$ cat src/rtl/uart_rx_fifo_pkg.sv
// Shared constants and receiver state encoding for the UART receive path.
package uart_rx_fifo_pkg;

  localparam int UART_CLKS_9600 = 5207;
  localparam int UART_DATA_BITS = 8;

  typedef enum logic [2:0] {
    ST_IDLE  = 3'd0,
    ST_START = 3'd1,
    ST_DATA  = 3'd2,
    ST_STOP  = 3'd3,
    ST_BREAK = 3'd4
  } rx_state_t;

endpackage

$ cat src/rtl/uart_rx_fifo_sync_fifo.sv
// Single-clock first-word-fall-through byte FIFO with overrun flag.
module sync_fifo #(
  parameter int WIDTH = 8,
  parameter int DEPTH = 16,
  parameter int AW    = $clog2(DEPTH)
) (
  input  logic             clk,
  input  logic             rst,
  input  logic             push,
  input  logic [WIDTH-1:0] wr_data,
  input  logic             pop,
  output logic [WIDTH-1:0] rd_data,
  output logic             empty,
  output logic             full,
  output logic [AW:0]      count,
  output logic             overrun
);

  logic [WIDTH-1:0] mem [DEPTH];
  logic [AW-1:0]    wr_ptr;
  logic [AW-1:0]    rd_ptr;
  logic             pop_ok;
  logic             push_ok;

  // A pop on the same edge frees the slot, so a push into a full FIFO still lands.
  assign pop_ok  = pop & ~empty;
  assign push_ok = push & (~full | pop_ok);

  assign empty   = (count == '0);
  assign full    = (count == (AW + 1)'(DEPTH));
  assign rd_data = empty ? '0 : mem[rd_ptr];

  // Storage array: data only, not cleared by reset.
  always_ff @(posedge clk) begin
    if (push_ok) mem[wr_ptr] <= wr_data;
  end

  // Pointers, occupancy and overrun pulse; pointers wrap naturally modulo DEPTH.
  always_ff @(posedge clk or posedge rst) begin
    if (rst) begin
      wr_ptr  <= '0;
      rd_ptr  <= '0;
      count   <= '0;
      overrun <= 1'b0;
    end else begin
      overrun <= push & ~push_ok;
      if (push_ok) wr_ptr <= wr_ptr + 1'b1;
      if (pop_ok)  rd_ptr <= rd_ptr + 1'b1;
      case ({push_ok, pop_ok})
        2'b10:   count <= count + 1'b1;
        2'b01:   count <= count - 1'b1;
        default: ;
      endcase
    end
  end

endmodule

$ cat src/rtl/uart_rx_fifo.sv
// 8N1 UART receiver (LSB first) feeding a byte FIFO with a pop handshake.
module uart_rx_fifo
  import uart_rx_fifo_pkg::*;
#(
  parameter int CLKS_PER_BIT = UART_CLKS_9600,
  parameter int DEPTH        = 16,
  parameter int AW           = $clog2(DEPTH)
) (
  input  logic          clk,
  input  logic          rst,
  input  logic          rx_i,
  input  logic          rd_en,
  output logic [7:0]    rd_data,
  output logic          empty,
  output logic          full,
  output logic [AW:0]   count,
  output logic          frame_err,
  output logic          overrun
);

  localparam int            BW          = $clog2(CLKS_PER_BIT);
  localparam logic [BW-1:0] FULL_RELOAD = BW'(CLKS_PER_BIT - 1);
  localparam logic [BW-1:0] HALF_RELOAD = BW'(CLKS_PER_BIT / 2 - 1);
  localparam logic [2:0]    LAST_BIT    = 3'(UART_DATA_BITS - 1);

  logic [1:0]  sync;
  logic        rxs;
  rx_state_t   state;
  logic [BW-1:0] baud;
  logic [2:0]  bit_idx;
  logic [7:0]  shreg;
  logic        push;

  assign rxs = sync[1];

  // The byte is complete and pushed on the very edge the stop bit is seen high.
  assign push = (state == ST_STOP) && (baud == '0) && rxs;

  // Two-flop synchronizer; resets to the idle-high line level.
  always_ff @(posedge clk or posedge rst) begin
    if (rst) sync <= 2'b11;
    else     sync <= {sync[0], rx_i};
  end

  // Receive FSM: half-bit delay centres all later samples in their bit cells.
  always_ff @(posedge clk or posedge rst) begin
    if (rst) begin
      state     <= ST_IDLE;
      baud      <= '0;
      bit_idx   <= '0;
      frame_err <= 1'b0;
    end else begin
      frame_err <= 1'b0;
      case (state)
        ST_IDLE: begin
          if (!rxs) begin
            bit_idx <= '0;
            baud    <= HALF_RELOAD;
            state   <= ST_START;
          end
        end
        ST_START: begin
          if (baud == '0) begin
            if (rxs) begin
              state <= ST_IDLE;
            end else begin
              baud  <= FULL_RELOAD;
              state <= ST_DATA;
            end
          end else begin
            baud <= baud - 1'b1;
          end
        end
        ST_DATA: begin
          if (baud == '0) begin
            baud <= FULL_RELOAD;
            if (bit_idx == LAST_BIT) state <= ST_STOP;
            else                     bit_idx <= bit_idx + 1'b1;
          end else begin
            baud <= baud - 1'b1;
          end
        end
        ST_STOP: begin
          if (baud == '0) begin
            if (rxs) begin
              state <= ST_IDLE;
            end else begin
              frame_err <= 1'b1;
              state     <= ST_BREAK;
            end
          end else begin
            baud <= baud - 1'b1;
          end
        end
        ST_BREAK: begin
          if (rxs) state <= ST_IDLE;
        end
        default: state <= ST_IDLE;
      endcase
    end
  end

  // Data shift register, LSB arrives first so bits enter from the top.
  always_ff @(posedge clk) begin
    if (state == ST_DATA && baud == '0) shreg <= {rxs, shreg[7:1]};
  end

  sync_fifo #(
    .WIDTH (8),
    .DEPTH (DEPTH),
    .AW    (AW)
  ) u_fifo (
    .clk     (clk),
    .rst     (rst),
    .push    (push),
    .wr_data (shreg),
    .pop     (rd_en),
    .rd_data (rd_data),
    .empty   (empty),
    .full    (full),
    .count   (count),
    .overrun (overrun)
  );

endmodule

$ cat config.mk
export PLATFORM = sky130hd
export DESIGN_NAME = uart_rx_fifo
export DESIGN_NICKNAME = d
export VERILOG_FILES = /design/src/rtl/uart_rx_fifo_pkg.sv /design/src/rtl/uart_rx_fifo_sync_fifo.sv /design/src/rtl/uart_rx_fifo.sv
export SDC_FILE = /design/constraint.sdc
export NUM_CORES = 1
export LEC_CHECK = 0
export BUFFER_PORTS_ARGS = -buffer_cell sky130_fd_sc_hd__buf_2
export CAP_MARGIN = 10
export CORE_MARGIN = 2
export CORE_UTILIZATION = 35
export DETAILED_ROUTE_END_ITERATION = 6
export GPL_TIMING_DRIVEN = 0
export SLEW_MARGIN = 5
export SYNTH_ARGS = -nofsm -noshare
export SYNTH_HDL_FRONTEND = slang
export SYNTH_SLANG_ARGS = --single-unit
$ cat constraint.sdc
create_clock -name clk -period 4.4 [get_ports clk]
set_input_delay 0.88 -clock clk [delete_from_list [all_inputs] [get_ports clk]]
set_output_delay 0.88 -clock clk [all_outputs]
set_load 0.05 [all_outputs]
==> flow_summary.toml <==
[outcome]
status = "completed"

[clock_network]
clk_latency_ns = 0.43
cts.clk_slew.worst_paths_ns = 0.07
htreeDepth = 4
cts-root-buf = "clkbuf_16"
cts_setup_buffers = 0
cts_made_buffers = 17
post_cts_resized = 0
tritoncts = "built"
clkSinkCount = 172
hold_buffers = 0
cts.path.max_buffers = 2

[logic_synthesis]
synthesis.nets = 474
synth_edf_count = 136
synth-async-reset-ratio = 0.209
synth_compound_area_frac = 0.0621
netlist_area_um2 = 7410
syn_inst = 457
synth-seq-cells = 172
seq_area_frac_synth = 0.673
yosysWarnings = 0
muxShareOfSynthArea = 0.126
yosys.area_share.simple = 0.0802
syn_avg_cell_area_um2 = 16.2
synthAdderAreaFrac = 0.0219
synth_flop_cell = "edfxtp_1"
synth_top_family_by_area = "multiplexers"
ys_types = 59
synth_xor_area_frac = 0.0142

[final_layout]
n_antenna_cell = 0
syn2layout_area_growth_pct = 13.8
drive_above_1_share = 0.212
nNetsFinal = 513
postLayoutCoreUtil = 0.404
fillCellCount = 1904
stdcell_count = 784

[placed_design]
detailedPlacementHpwl_um = 9810
place.gp.congestion = 0.854
pre_cts_ws_ns = 0.724
dp_cells = 752
io_buffers = 20

[pwr]
p_leak_nw = 2.94
ir_worst_vdd_uv = 530
powerDensity_nw_per_um2 = 555

[setup_path]
critPathKind = "reg -> reg"
cp.arrival_ns = 4.03
timing.rr.start = "baud[0]"
crit_path_end_kind = "flip-flop"
worstPathMaxFanout = 9
crit_start = "baud[0]"
reg2reg_depth = 14
cp_slowest_stage_delay_ns = 0.58
r2r-end = "u_fifo.count[4]"
critPathLaunchType = "flip-flop"
cp_cell_sequence = "inv_1 > ha_1 > or4b_1 > nor3_4 > and3_2 > inv_1 > ha_1 > clkbuf_1 > xor2_1 > ha_1 > o211a_1 > o31ai_1 > a31oi_1 > xnor2_1"
critPathRequiredTime_ns = 4.71
cpMostUsedCell = "ha_1"
rrSetupSlack_ns = 0.69
critPathSlowestCell = "or4b_1"

[worst_hold_path]
hold_end = "sync[1]"
holdPathStages = 0
hold_path_class = "reg -> reg"
min_from = "sync[0]"

[sta]
setup_ws_ns = 0.687
fin_tns_setup_ns = 0
grt_setup_unrepaired = "false"
worst_pin_slew_ns = 1.06
setup_viol = 0
hold_viol_final = 0
finClkSkew_ns = 0.0106
maxSlewHeadroom = 0.288
finalCriticalPeriod_ns = 3.71
maxSlewViolCount = 0
max_freq_mhz = 269
finalCritPeriodShare = 0.844

[grt]
antenna_found_initial = 0
grt_pass1_wl_um = 24600
grt-ovfl-total = 0
grt_pass1_vias = 4264
grt_max_degree = 37
grt.total_usage = 0.148

[floorplan]
start_util = 0.355
design.die.area_um2 = 22400
die_height_um = 150
pin_count = 21
die_w_um = 150
core_area_um2 = 20900
rows = 53

[detailed_routing]
wl_per_cell_um = 19.7
via_count = 4224
dr.pass1.iters = 6
drt_iter0_markers = 350
wl_um = 15500
via_per_inst = 5.39
drc = 0
antenna_left = 0

[job]
max_cap_violations = 0
## cells by family after synthesis
group           count (synthesis)
flops                         172
fa+ha+maj                      13
mux                            53
xor+xnor                       12
buf+inv                        39
simple gates                  103
compound gates                 65
## state kept, by name, summed over array words and instances, names as in the netlist
name	flops
baud	13
bit_idx	3
frame_err	1
shreg	8
state	3
sync	2
u_fifo.count	5
u_fifo.mem	128
u_fifo.overrun	1
u_fifo.rd_ptr	4
u_fifo.wr_ptr	4
## per-stage QoR
step	total power, mW	cell area (um^2)	hold slack (ns)
final	4.68	8430	0.360
after global routing	4.87	8430	0.366
after CTS	4.72	8430	0.364
after detailed placement	3.27	7870	0.354
after global placement	3.26	7860	0.348
after floorplan	2.95	7410	0.345
## cell type report
cell class,count,area [um^2],area share
Timing Repair Buffer,20,100,0.0119
Multi-Input combinational cell,246,2270,0.269
Tap cell,275,344,0.0408
Clock buffer,19,433,0.0513
Buffer,23,105,0.0125
Clock inverter,13,134,0.0159
Inverter,16,60.1,0.00712
Sequential cell,172,4990,0.591
## synthesized netlist by cell type (3+ instances only)
master,instances,area [um^2]
nand3b_1,4,30.0
mux2i_1,17,170
and3_1,3,18.8
xor2_1,4,35.0
o22ai_1,12,75.1
nor4_1,5,31.3
dfrtp_1,34,851
nor3_1,5,25.0
nor2_1,25,93.8
xnor2_1,8,70.1
nand4_1,8,50.1
buf_2,3,15.0
clkbuf_1,13,48.8
mux4_2,32,721
inv_1,16,60.1
or3_1,4,25.0
nand2b_1,5,31.3
o21ai_0,7,35.0
buf_1,5,18.8
mux2_2,4,45.0
a211oi_1,3,22.5
or4_1,3,22.5
a21oi_1,14,70.1
a221oi_1,7,61.3
edfxtp_1,136,4080
a31oi_1,4,25.0
nand3_1,10,50.1
nand2_1,13,48.8
ha_1,13,163
## placed cells by master, fill, tap and decap left out, types with 10 or more instances in the layout
cell,count
clkbuf_16,17
inv_1,15
edfxtp_1,136
dfrtp_1,34
a21oi_1,14
nor2_1,25
buf_2,23
mux4_2,32
nand2_1,13
o22ai_1,12
nand3_1,10
mux2i_1,17
clkbuf_1,15
ha_1,13
## power by group
group	switching [mW]	internal [mW]
Clock	0.657	0.796
Sequential	0.0390	1.78
Combinational	0.883	0.523
Total	1.58	3.10
## routing by layer
layer | track usage | part of all wire
met1 | 0.202 | 0.46
met2 | 0.237 | 0.48
met3 | 0.0329 | 0.051
met4 | 0.0448 | 0.015
met5 | 0 | 0
## worst max-delay path, delay by kind of cell (launching register included)
| kind | cells | cell delay [ns] |
|---|---|---|
| buf+inv | 3 | 0.40 |
| simple gates | 3 | 1.33 |
| flops | 1 | 0.40 |
| fa+ha+maj | 3 | 0.64 |
| xor+xnor | 2 | 0.33 |
| compound gates | 3 | 0.49 |
## worst max path at each step
stage | endpoint | slack, ns | depth (start not counted)
detailed placement | u_fifo.count[4] | 0.72 | 14
global route | u_fifo.count[4] | 0.47 | 14
finish | u_fifo.count[4] | 0.69 | 14
floorplan | u_fifo.count[4] | 1.19 | 14
CTS | rd_data[1] | 0.67 | 6
global placement | u_fifo.mem[3][3] | 0.70 | 6
(Power assumes the default switching activity.)
